<file path="config.mk">
export PLATFORM = sky130hd
export DESIGN_NAME = spi_bus_arbiter
export DESIGN_NICKNAME = d
export VERILOG_FILES = /design/src/rtl/spi_arb_pkg.sv /design/src/rtl/spi_arb_timer.sv /design/src/rtl/spi_bus_arbiter.sv
export SDC_FILE = /design/constraint.sdc
export NUM_CORES = 1
export LEC_CHECK = 0
export ABC_AREA = 1
export BUFFER_PORTS_ARGS = -buffer_cell sky130_fd_sc_hd__buf_2
export CORE_MARGIN = 5
export CORE_UTILIZATION = 50
export DETAILED_ROUTE_END_ITERATION = 10
export PLACE_DENSITY = 0.77
export SYNTH_ARGS = -nofsm -noshare
export SYNTH_HDL_FRONTEND = slang
export SYNTH_HIERARCHICAL = 1
export SYNTH_SLANG_ARGS = --single-unit
</file>
<file path="constraint.sdc">
create_clock -name clk_i -period 1.8 [get_ports clk_i]
set_clock_uncertainty 0.1 [all_clocks]
set_input_delay 0.36 -clock clk_i [delete_from_list [all_inputs] [get_ports clk_i]]
set_output_delay 0.36 -clock clk_i [all_outputs]
set_load 0.02 [all_outputs]
</file>
<file path="src/rtl/spi_arb_pkg.sv">
// Shared definitions for the two-master SPI bus arbiter: FSM encoding,
// master identifiers and the values the bus shows while nobody owns it.
package spi_arb_pkg;

  typedef enum logic [1:0] {
    ST_IDLE  = 2'd0,
    ST_OWN   = 2'd1,
    ST_GUARD = 2'd2
  } arb_state_t;

  localparam logic M_CPU = 1'b0;
  localparam logic M_AD  = 1'b1;

  localparam logic       IDLE_MOSI = 1'b0;
  localparam logic       IDLE_MISO = 1'b0;
  localparam logic [1:0] IDLE_NCS  = 2'b11;

  localparam int GUARD_W = 4;

  function automatic logic [1:0] onehot(input logic id);
    return id ? 2'b10 : 2'b01;
  endfunction

endpackage

</file>
<file path="src/rtl/spi_arb_timer.sv">
// Loadable up/down counter with a terminal-count flag; serves both the
// guard countdown and the bus-hold timeout.
module spi_arb_timer #(
  parameter int W    = 4,
  parameter bit DOWN = 1'b0
) (
  input  logic         clk_i,
  input  logic         rst_n_i,
  input  logic         load,
  input  logic [W-1:0] load_val,
  input  logic         en,
  input  logic [W-1:0] term_val,
  output logic         tc
);

  logic [W-1:0] cnt_q;

  // NOTE: clocked state uses non-blocking assignments so every flop samples pre-edge values.
  always_ff @(posedge clk_i or negedge rst_n_i) begin
    if (!rst_n_i) begin
      cnt_q <= '0;
    end else if (load) begin
      cnt_q <= load_val;
    end else if (en) begin
      cnt_q <= DOWN ? cnt_q - 1'b1 : cnt_q + 1'b1;
    end
  end

  assign tc = (cnt_q == term_val);

endmodule

</file>
<file path="src/rtl/spi_bus_arbiter.sv">
// Shares one SPI bus between the CPU SPI master and the A/D controller with
// round-robin grants, protected transactions, guard gaps and hold timeout.
module spi_bus_arbiter
  import spi_arb_pkg::*;
#(
  parameter int   GUARD_CYC = 2,
  parameter int   TIMEOUT   = 0,
  parameter int   TMO_W     = 16,
  parameter logic IDLE_SCLK = 1'b0
) (
  input  logic       clk_i,
  input  logic       rst_n_i,
  input  logic       m0_req_i,
  output logic       m0_gnt_o,
  input  logic       m0_sclk_i,
  input  logic       m0_mosi_i,
  input  logic       m0_ncs_i,
  output logic       m0_miso_o,
  input  logic       m1_req_i,
  output logic       m1_gnt_o,
  input  logic       m1_sclk_i,
  input  logic       m1_mosi_i,
  input  logic       m1_ncs_i,
  output logic       m1_miso_o,
  output logic       sclk_o,
  output logic       mosi_o,
  input  logic       miso_i,
  output logic [1:0] ncs_o,
  output logic       busy_o,
  output logic       timeout_o
);

  localparam logic [GUARD_W-1:0] GUARD_LOAD = GUARD_W'(GUARD_CYC - 1);
  localparam logic [TMO_W-1:0]   TMO_LAST   = (TIMEOUT == 0) ? '0 : TMO_W'(TIMEOUT - 1);

  arb_state_t state_q, state_d;
  logic       owner_q, owner_d;
  logic       last_q, last_d;
  logic [1:0] gnt_q, gnt_d;
  logic [1:0] blocked_q, blocked_d, blocked_set;
  logic       busy_q, tmo_q, tmo_d;
  logic       guard_load, guard_tc, hold_load, hold_tc;
  logic [1:0] req, ncs_in, elig;
  logic       release_c;

  assign req       = {m1_req_i, m0_req_i};
  assign ncs_in    = {m1_ncs_i, m0_ncs_i};
  assign elig      = req & ~blocked_q;
  assign release_c = ~req[owner_q] & ncs_in[owner_q];

  spi_arb_timer #(.W(GUARD_W), .DOWN(1'b1)) u_guard (
    .clk_i    (clk_i),
    .rst_n_i  (rst_n_i),
    .load     (guard_load),
    .load_val (GUARD_LOAD),
    .en       (state_q == ST_GUARD),
    .term_val ('0),
    .tc       (guard_tc)
  );

  spi_arb_timer #(.W(TMO_W), .DOWN(1'b0)) u_hold (
    .clk_i    (clk_i),
    .rst_n_i  (rst_n_i),
    .load     (hold_load),
    .load_val ('0),
    .en       (state_q == ST_OWN),
    .term_val (TMO_LAST),
    .tc       (hold_tc)
  );

  // NOTE: every signal written here gets a default first so no latch is inferred.
  always_comb begin
    state_d     = state_q;
    owner_d     = owner_q;
    last_d      = last_q;
    gnt_d       = gnt_q;
    tmo_d       = 1'b0;
    guard_load  = 1'b0;
    hold_load   = 1'b0;
    blocked_set = 2'b00;
    case (state_q)
      ST_IDLE: begin
        if (|elig) begin
          owner_d   = (&elig) ? ~last_q : elig[M_AD];
          last_d    = owner_d;
          gnt_d     = onehot(owner_d);
          hold_load = 1'b1;
          state_d   = ST_OWN;
        end
      end
      ST_OWN: begin
        // Release wins over a timeout that lands in the same cycle.
        if (release_c) begin
          gnt_d      = 2'b00;
          guard_load = 1'b1;
          state_d    = ST_GUARD;
        end else if (TIMEOUT != 0 && hold_tc) begin
          gnt_d                = 2'b00;
          guard_load           = 1'b1;
          tmo_d                = 1'b1;
          blocked_set[owner_q] = 1'b1;
          state_d              = ST_GUARD;
        end
      end
      ST_GUARD: begin
        if (guard_tc) state_d = ST_IDLE;
      end
      default: begin
        gnt_d   = 2'b00;
        state_d = ST_IDLE;
      end
    endcase
    blocked_d = (blocked_q | blocked_set) & req;
  end

  always_ff @(posedge clk_i or negedge rst_n_i) begin
    if (!rst_n_i) begin
      state_q   <= ST_IDLE;
      owner_q   <= M_CPU;
      last_q    <= M_AD;
      gnt_q     <= 2'b00;
      blocked_q <= 2'b00;
      busy_q    <= 1'b0;
      tmo_q     <= 1'b0;
    end else begin
      state_q   <= state_d;
      owner_q   <= owner_d;
      last_q    <= last_d;
      gnt_q     <= gnt_d;
      blocked_q <= blocked_d;
      busy_q    <= (state_d != ST_IDLE);
      tmo_q     <= tmo_d;
    end
  end

  // The registered grant selects the owner; its pins pass straight through.
  always_comb begin
    sclk_o    = IDLE_SCLK;
    mosi_o    = IDLE_MOSI;
    ncs_o     = IDLE_NCS;
    m0_miso_o = IDLE_MISO;
    m1_miso_o = IDLE_MISO;
    if (gnt_q[M_CPU]) begin
      sclk_o    = m0_sclk_i;
      mosi_o    = m0_mosi_i;
      ncs_o[0]  = m0_ncs_i;
      m0_miso_o = miso_i;
    end else if (gnt_q[M_AD]) begin
      sclk_o    = m1_sclk_i;
      mosi_o    = m1_mosi_i;
      ncs_o[1]  = m1_ncs_i;
      m1_miso_o = miso_i;
    end
  end

  assign m0_gnt_o  = gnt_q[M_CPU];
  assign m1_gnt_o  = gnt_q[M_AD];
  assign busy_o    = busy_q;
  assign timeout_o = tmo_q;

endmodule
</file>
==> results of run 1 <==
what timing repair did:
action	in CTS	in global routing
hold endpoints to repair	12	0
resized for setup	0	0
hold buffers	1	0
layout make-up:
cell class / instances / area (µm²)
well taps: 16 / 20.02
flip-flops and latches: 13 / 326.6
multi-input cells: 81 / 397.9
inverters: 19 / 71.32
repair buffers: 21 / 112.6
fillers: 137 / 533.0
clock buffers: 3 / 22.52
clock inverters: 1 / 5.005
cells in the final DEF (no fill, tap or decap), drive strengths merged:
cell type / instances
nor2: 9
nand3b: 1
ha: 1
or2: 1
o211ai: 1
dfrtp: 12
a21oi: 1
xnor2: 5
inv: 19
conb: 9
dlygate4sd3: 1
buf: 20
clkinv: 1
o22ai: 1
a21boi: 2
dfstp: 1
nand2: 35
clkbuf: 3
nand3: 12
o21ai: 2
a22oi: 1
power by group through the flow:
| stage | logic [mW] | registers, mW | clock network (mW) |
|---|---|---|---|
| final | 0.713 | 0.519 | 0.181 |
| after CTS | 0.719 | 0.521 | 0.189 |
| after global placement | 0.697 | 0.524 | 0 |
| after global routing | 0.821 | 0.542 | 0.207 |
| after detailed placement | 0.712 | 0.527 | 0 |
| after floorplan | 0.515 | 0.540 | 0 |
worst max path at each step:
stage | from | end | slack, ns | cells past startpoint
2_1_floorplan | owner_q$_DFFE_PN0P_ | u_guard/cnt_q[2]$_DFFE_PN0P_ | 0.40 | 8
3_3_place_gp | m1_req_i | u_guard/cnt_q[2]$_DFFE_PN0P_ | 0.35 | 10
3_5_place_dp | m0_req_i | u_guard/cnt_q[1]$_DFFE_PN0P_ | 0.30 | 9
4_1_cts | gnt_q[0]$_DFFE_PN0P_ | ncs_o[0] | 0.13 | 3
5_1_grt | gnt_q[0]$_DFFE_PN0P_ | ncs_o[0] | 0.08 | 3
6_report | gnt_q[0]$_DFFE_PN0P_ | ncs_o[0] | 0.15 | 3
cell families (layout without fill, tap and decap cells):
group,Yosys count,count (layout),share of synthesized area (%)
flops,13,13,42.03
buf+inv,20,44,10.14
compound gates,8,8,6.602
xor+xnor,5,5,5.636
other cells,2,9,0.9665
fa+ha+maj,1,1,1.610
simple gates,58,58,33.01
worst min-delay path: stages:
cell and delay [ns]:
buf_2 0.10, nand2_1 0.04, inv_1 0.05
registers in the layout, summed over array words and instances (netlist names):
register and flops:
u_guard/cnt_q 4, blocked_q 2, gnt_q 2, state_q 2, busy_o 1, last_q 1, owner_q 1
metal layers:
metal,track usage (%),part of all wire (%),vias up
met5,0,0,-
met4,6.550,0.67,0
met3,5.199,11,2
met2,20.39,45,25
met1,18.13,43,304
li1,-,-,386
through the flow:
step	total power, mW	worst slack, ns
final	1.413	0.1501
after global routing	1.570	0.07561
after CTS	1.429	0.1326
after detailed placement	1.239	0.3027
after global placement	1.221	0.3541
after floorplan	1.055	0.4021
==> impl_metrics.ini, run 1 <==
[status]
status = complete, no violations

[hold_path]
min_to = blocked_q[1]$_DFF_PN0_
hold_class = in2reg
min_delay_path_depth = 3
min_from = m1_req_i

[power]
peakVddDrop_mv = 0.9545
powerDensity_nw_per_um2 = 1478
p_clk_share_pct = 12.8
p_switching_mw = 0.6334
p_comb_share_pct = 50.5
internal-power_mw = 0.7793
seqPwrFrac_pct = 36.8
cellLeakagePower_nw = 0.5614
switching_share_pct = 44.84

[sta]
whs_ns = 0.1992
setup_viol = 0
hold_viol = 0
fin_crit_sh_pct = 91.66
fmax_mhz = 606.1
grt_setup_unrepaired = false
tns_ns = 0
fin_crit_ns = 1.650
maxSlewViolCount = 0

[clock_network]
clock_latency_ns = 0.28
clock_path_buffers = 2
cts-buffers-inserted = 3
postCtsSetupBuffers = 0
clkTransAtPathRegs_ns = 0.09
cts.sinks = 13
cts_tree = done
h-tree-depth = 1
clockRootBuffer = clkbuf_4

[yosys]
synth_area_leader_cell = dfrtp_1
yosysTopAreaCellShare_pct = 38.65
syn_inst = 107
async_flop_share_pct = 100.0
avgSynthCellArea_um2 = 7.262
synth_edf_count = 0
synth_top_cells_by_area = dfrtp_1 (39%), nand2_1 (17%), inv_1 (8.7%)
synth.most_common_cell = nand2_1
ys_ff_latch = 13
ys_seq_area_share_pct = 42.03
synth_warnings = 6
synth_area_um2 = 777.0
synth_cell_types = 21
synthTopCellsByCount = nand2_1 (35), inv_1 (18), dfrtp_1 (12)
synth_flop_cell = dfrtp_1

[worst_setup_path]
cp-start-kind = register
critPathTopFamily = flip-flops
r2r-end = u_guard/cnt_q[2]$_DFFE_PN0P_
cpPeakStageDelay_ns = 0.44
reg2reg_from = owner_q$_DFFE_PN0P_
critPathKind = reg2out
reg2reg_setup_slack_ns = 0.38
critPathBufInv = 2
slowest_stage = dfrtp_1
cp.arrival_ns = 1.19
cp_cell_sequence = inv_1, or2_1, buf_2
cp.required_ns = 1.34
critPathMaxFanout = 7
ff2ff_path_depth = 8
setup.worst_path.end_class = primary output

[routing]
antenna_left = 0
drt_first_pass_iters = 4
drc_errors = 0
routed_via_density = 4.656
drtIter0Drc = 16
routedWlPerCell_um = 9.623
finalWirelength_um = 1482
dr_total_vias = 717

[global_routing]
grt_max_degree = 14
antenna_found_initial = 0
grt_pass1_wl_um = 2656
grt.overflow.total = 0
grt_pass1_vias = 615
grt_use_total_pct = 13.98

[placed_design]
place_inst = 149
dp_hpwl_um = 1252
portBuffers = 19
gp_congestion = 0.8921
postPlaceCellArea_um2 = 918.4

[floorplan]
initial_core_util_pct = 52.18
coreArea_um2 = 1489
die_h_um = 49.42
pin_count = 21
die_w_um = 49.42
rows = 14
die_area_um2 = 2442

[flow_run]
drv_cap = 0

[final_layout]
layout.cells.non_filler = 154
post-route-util_pct = 64.20
nNetsFinal = 151
syn_to_final_growth_pct = 23.03
drive_above_1_share_pct = 21.74
stdcell_area_um2 = 955.9
diodes = 0
(Power assumes the default switching activity.)
==> inputs of run 2 (changes only) <==
ABC_AREA = not set   (was 1)
CORE_UTILIZATION = 49   (was 50)
PLACE_DENSITY = 0.76   (was 0.77)
==> impl_metrics.ini, run 2 <==
[placed_design]
pre_cts_slack_ns = 0.3046
dp_hpwl_um = 1228
gp_congestion = 0.7546
portBuffers = 19
place_inst = 122

[yosys]
synthAdderAreaFrac_pct = 1.656
async_flop_share_pct = 100.0
yosysTopAreaCellShare_pct = 39.74
ys_ff_latch = 13
synth_compound_area_share_pct = 17.72
avgSynthCellArea_um2 = 9.566
synth_cell_types = 29
synth.most_common_cell = dfrtp_1
syn_inst = 79
synth_area_um2 = 755.7
synth_top_cells_by_area = dfrtp_1 (40%), xor2_1 (7.0%), nand2b_1 (6.6%)
synth_top_family_by_area = simple AND/OR/NAND/NOR gates
synth_xor_area_share_pct = 8.113
synth_warnings = 6
synthTopCellsByCount = dfrtp_1 (12), nand2b_1 (8), nand2_1 (7)
synth_edf_count = 0
synth_area_leader_cell = dfrtp_1
synthMuxAreaShare_pct = 1.490
synth_flop_cell = dfrtp_1
synth-simple-area-share_pct = 23.34
ys_seq_area_share_pct = 43.21

[sta]
grt_setup_unrepaired = false
fmax_mhz = 598.1
setup_ws_ns = 0.1279
maxSlewViolCount = 0
fin_crit_sh_pct = 92.89
hold_viol = 0
fin_crit_ns = 1.672
tns_ns = 0
setup_viol = 0

[global_routing]
grt_max_degree = 14
grt_use_total_pct = 14.90
grt.overflow.total = 0
grt_pass1_vias = 672
grt_pass1_wl_um = 2808
antenna_found_initial = 0

[hold_path]
min_to = blocked_q[0]$_DFF_PN0_
min_from = m0_req_i
hold_class = in2reg
min_delay_path_depth = 2

[routing]
finalWirelength_um = 1556
antenna_left = 0
routed_via_density = 5.244
drc_errors = 0
drtIter0Drc = 14
routedWlPerCell_um = 12.25
drt_first_pass_iters = 6
dr_total_vias = 666

[worst_setup_path]
r2r-end = u_guard/cnt_q[3]$_DFFE_PN0P_
reg2reg_from = state_q[1]$_DFF_PN0_
cp.arrival_ns = 1.21
ff2ff_path_depth = 4
cp.required_ns = 1.34
setup.worst_path.end_class = primary output
reg2reg_setup_slack_ns = 0.31
cp-start-kind = register
critPathKind = reg2out
critPathMaxFanout = 8

[clock_network]
cts.sinks = 13
clkTransAtPathRegs_ns = 0.08
clock_path_buffers = 2
h-tree-depth = 1
cts_tree = done
clockRootBuffer = clkbuf_4
cts-buffers-inserted = 3
postCtsSetupBuffers = 0
clock_latency_ns = 0.28

[final_layout]
top_register = u_guard/cnt_q
largest_reg_flops = 4
nNetsFinal = 124
final_cell_mix = buf_2 (19), dfrtp_1 (11), conb_1 (9)
n_fill_cell = 130
syn_to_final_growth_pct = 25.00
final_common_cell = buf_2
diodes = 0
drive_above_1_share_pct = 28.83
post-route-util_pct = 63.45
layout.cells.non_filler = 127

[floorplan]
pin_count = 21
die_area_um2 = 2428
initial_core_util_pct = 50.76
rows = 14
die_h_um = 49.27
die_w_um = 49.27
coreArea_um2 = 1489

[power]
peakVddDrop_mv = 0.6842
powerDensity_nw_per_um2 = 1411
cellLeakagePower_nw = 0.4487

[flow_run]
drv_cap = 0

[status]
status = complete, no violations
run 2: logic make-up after synthesis:
| kind of cell | count (synthesis) |
|---|---|
| compound gates | 19 |
| xor+xnor | 7 |
| fa+ha+maj | 1 |
| buf+inv | 6 |
| flops | 13 |
| mux | 1 |
| other cells | 2 |
| simple gates | 30 |
run 2: repair_timing:
item,in CTS,in global routing
resized for setup,0,2
hold endpoints to repair,12,0
hold buffers,1,0
setup endpoints to repair,0,3
run 2: worst max path at each step:
stage,from,to,depth (start not counted)
floorplan,state_q[0]$_DFF_PN0_,u_guard/cnt_q[3]$_DFFE_PN0P_,4
global placement,gnt_q[0]$_DFFE_PN0P_,sclk_o,3
detailed placement,state_q[0]$_DFF_PN0_,u_guard/cnt_q[3]$_DFFE_PN0P_,4
CTS,gnt_q[0]$_DFFE_PN0P_,m1_miso_o,3
global route,gnt_q[0]$_DFFE_PN0P_,m1_miso_o,3
finish,gnt_q[0]$_DFFE_PN0P_,sclk_o,3
run 2: metrics by stage:
| stage | total power [mW] | cell area [µm²] | hold slack (ns) |
|---|---|---|---|
| 6_report | 1.333 | 944.7 | 0.2339 |
| 5_1_grt | 1.455 | 944.7 | 0.2426 |
| 4_1_cts | 1.340 | 940.9 | 0.2263 |
| 3_5_place_dp | 1.154 | 904.6 | 0.1634 |
| 3_3_place_gp | 1.132 | 904.6 | 0.1623 |
| 2_1_floorplan | 0.9728 | 782.0 | -0.03559 |
run 2: cell type report:
class / instances / area [µm²] / area share (%)
multi-input combinational: 67 / 431.7 / 45.70
sequential: 13 / 327.8 / 34.70
timing repair buffer: 22 / 120.1 / 12.72
clock buffer: 4 / 26.28 / 2.781
tap: 16 / 20.02 / 2.119
inverter: 5 / 18.77 / 1.987
run 2: power by group:
group,internal [mW],leakage (nW),switching (mW)
logic,0.279,0.276,0.312
registers,0.420,0.158,0.141
clock network,0.0859,0.0150,0.0951
total,0.784,0.449,0.548
run 2: metal layers:
layer | track usage [%] | routed length (µm)
met1 | 17.30 | 667
met2 | 23.39 | 714
met3 | 5.505 | 162
met4 | 8.072 | 11
met5 | 0 | 0
run 2: critical path: stages, from the launching register on:
cell and delay [ns]:
dfrtp_2 0.46, nor2b_2 0.19, a22o_1 0.14, buf_2 0.16
==> inputs of run 3 (changes only) <==
--- a/config.mk
+++ b/config.mk
@@ -9,5 +9,5 @@
 export CORE_MARGIN = 5
-export CORE_UTILIZATION = 49
+export CORE_UTILIZATION = 45
 export DETAILED_ROUTE_END_ITERATION = 10
-export PLACE_DENSITY = 0.76
+export PLACE_DENSITY = 0.73
 export SYNTH_ARGS = -nofsm -noshare
==> constraint.sdc (replaced) <==
create_clock -name clk_i -period 1.4 [get_ports clk_i]
set_clock_uncertainty 0.1 [all_clocks]
set_input_delay 0.14 -clock clk_i [delete_from_list [all_inputs] [get_ports clk_i]]
set_output_delay 0.14 -clock clk_i [all_outputs]
set_load 0.02 [all_outputs]
==> impl_metrics.ini, run 3 (synthesized netlist as in run 2, its figures left out) <==
[status]
status = finished with violations
violations = setup timing

[hold_path]
min_to = blocked_q[1]$_DFF_PN0_
hold_class = in2reg
min_from = m1_req_i
min_delay_path_depth = 2

[routing]
antenna_left = 0
dr_total_vias = 661
drc_errors = 0
finalWirelength_um = 1641
drtIter0Drc = 1
drt_first_pass_iters = 4
routed_via_density = 4.970
routedWlPerCell_um = 12.34

[final_layout]
top_register = u_guard/cnt_q
drive_above_1_share_pct = 37.61
final_common_cell = buf_2
stdcell_area_um2 = 1041
diodes = 0
largest_reg_flops = 4
final_cell_mix = buf_2 (16), conb_1 (9), dfrtp_1 (9)
nNetsFinal = 130
syn_to_final_growth_pct = 37.75

[sta]
tns_ns = -0.007778
fmax_mhz = 710.5
maxSlewViolCount = 0
fin_crit_ns = 1.407
setup_viol = 2
fin_crit_sh_pct = 100.5
setup_ws_ns = -0.007390
grt_setup_unrepaired = true
hold_viol = 0

[global_routing]
grt_max_degree = 14
antenna_found_initial = 0
grt_use_total_pct = 13.06
grt_pass1_vias = 636
use_met1_pct = 18.15
top_usage_layer = met2
grt_pass1_wl_um = 2670
use_met3_pct = 4.651
grt.overflow.total = 0
met2_usage_pct = 19.63

[floorplan]
die_w_um = 50.98
initial_core_util_pct = 49.03
die_area_um2 = 2599
rows = 14
pin_count = 21
coreArea_um2 = 1541
die_h_um = 50.98

[clock_network]
clock_path_buffers = 2
clockRootBuffer = clkbuf_4
cts.sinks = 13
clock_latency_ns = 0.27
h-tree-depth = 1
cts-buffers-inserted = 3
clkTransAtPathRegs_ns = 0.08
cts_tree = done

[placed_design]
dp_hpwl_um = 1206
gp_congestion = 0.7565
portBuffers = 19
pre_cts_slack_ns = 0.05136
postPlaceCellArea_um2 = 938.4

[worst_setup_path]
cp-start-kind = register
cp.arrival_ns = 1.17
cpPeakStageDelay_ns = 0.42
ff2ff_path_depth = 4
cp_cell_sequence = buf_6, a22o_1, buf_6
reg2reg_setup_slack_ns = 0.08
critPathMaxFanout = 5
slowest_stage = dfrtp_1
setup.worst_path.end_class = primary output
cp.required_ns = 1.16
critPathKind = reg2out
critPathMostFrequentCell = buf_6
r2r-end = state_q[1]$_DFF_PN0_
reg2reg_from = u_guard/cnt_q[0]$_DFFE_PN0P_

[flow_run]
drv_cap = 0

[power]
cellLeakagePower_nw = 0.4872
peakVddDrop_mv = 0.9577
powerDensity_nw_per_um2 = 1870
==> run 3: cell count changes in the layout (fill, tap and decap cells not counted), moves of 2 or more <==
| cell | delta |
|---|---|
| buf_6 | +3 |
| nor2_2 | +2 |
| nor2_1 | -2 |
| buf_2 | -3 |
| nor2b_4 | +2 |
| dfrtp_1 | -2 |
| buf_4 | +6 |
| dfrtp_2 | +2 |
==> run 3: cell type report <==
type	instances	area, µm²
multi-input combinational	67	461.7
tap	16	20.02
timing repair buffer	28	183.9
clock buffer	4	26.28
fill	123	500.5
sequential	13	330.3
inverter	5	18.77
==> run 3: worst max-delay path by stage <==
stage	depth (start not counted)	endpoint	slack, ns	start
after global routing	4	state_q[1]$_DFF_PN0_	-0.08	u_guard/cnt_q[2]$_DFFE_PN0P_
after CTS	3	sclk_o	0.002	gnt_q[0]$_DFFE_PN0P_
after floorplan	4	u_guard/cnt_q[3]$_DFFE_PN0P_	0.007	state_q[1]$_DFF_PN0_
after global placement	4	u_guard/cnt_q[3]$_DFFE_PN0P_	0.07	state_q[0]$_DFF_PN0_
after detailed placement	4	u_guard/cnt_q[3]$_DFFE_PN0P_	0.05	state_q[0]$_DFF_PN0_
final	3	mosi_o	-0.007	gnt_q[0]$_DFFE_PN0P_
==> run 3: layer usage <==
metal	part of all wire [%]	vias to the layer above
met3	10	0
met1	45	301
li1	-	339
met4	0	0
met2	45	21
met5	0	-
==> run 3: timing repair <==
action                     in CTS  in global routing
buffers inserted                2                  1
hold endpoints to repair       13                  0
pin swaps                       0                  3
resized for setup               3                 11
setup endpoints to repair       4                  8
hold buffers                    1                  0
==> run 3: critical path, delay by kind of cell (launching register included) <==
family          cells  cell delay, ns
flops               1            0.42
compound gates      1            0.21
buf+inv             2            0.27
==> run 3: through the flow <==
| step | power [mW] | hold WS, ns | cells | utilization (%) |
|---|---|---|---|---|
| floorplan | 1.280 | -0.2556 | 86 | - |
| global placement | 1.539 | -0.05887 | 125 | 60.88 |
| detailed placement | 1.571 | -0.05668 | 125 | 60.88 |
| CTS | 1.855 | 0.02610 | 132 | 64.77 |
| global route | 2.103 | 0.02960 | 133 | 67.53 |
| finish | 1.946 | 0.02601 | 133 | 67.53 |
==> run 3: power by group <==
part           internal [mW]  leakage [nW]  switching [mW]  total [mW]
combinational          0.511         0.316           0.508        1.02
clock                  0.110        0.0150           0.120       0.231
sequential             0.546         0.156           0.151       0.697
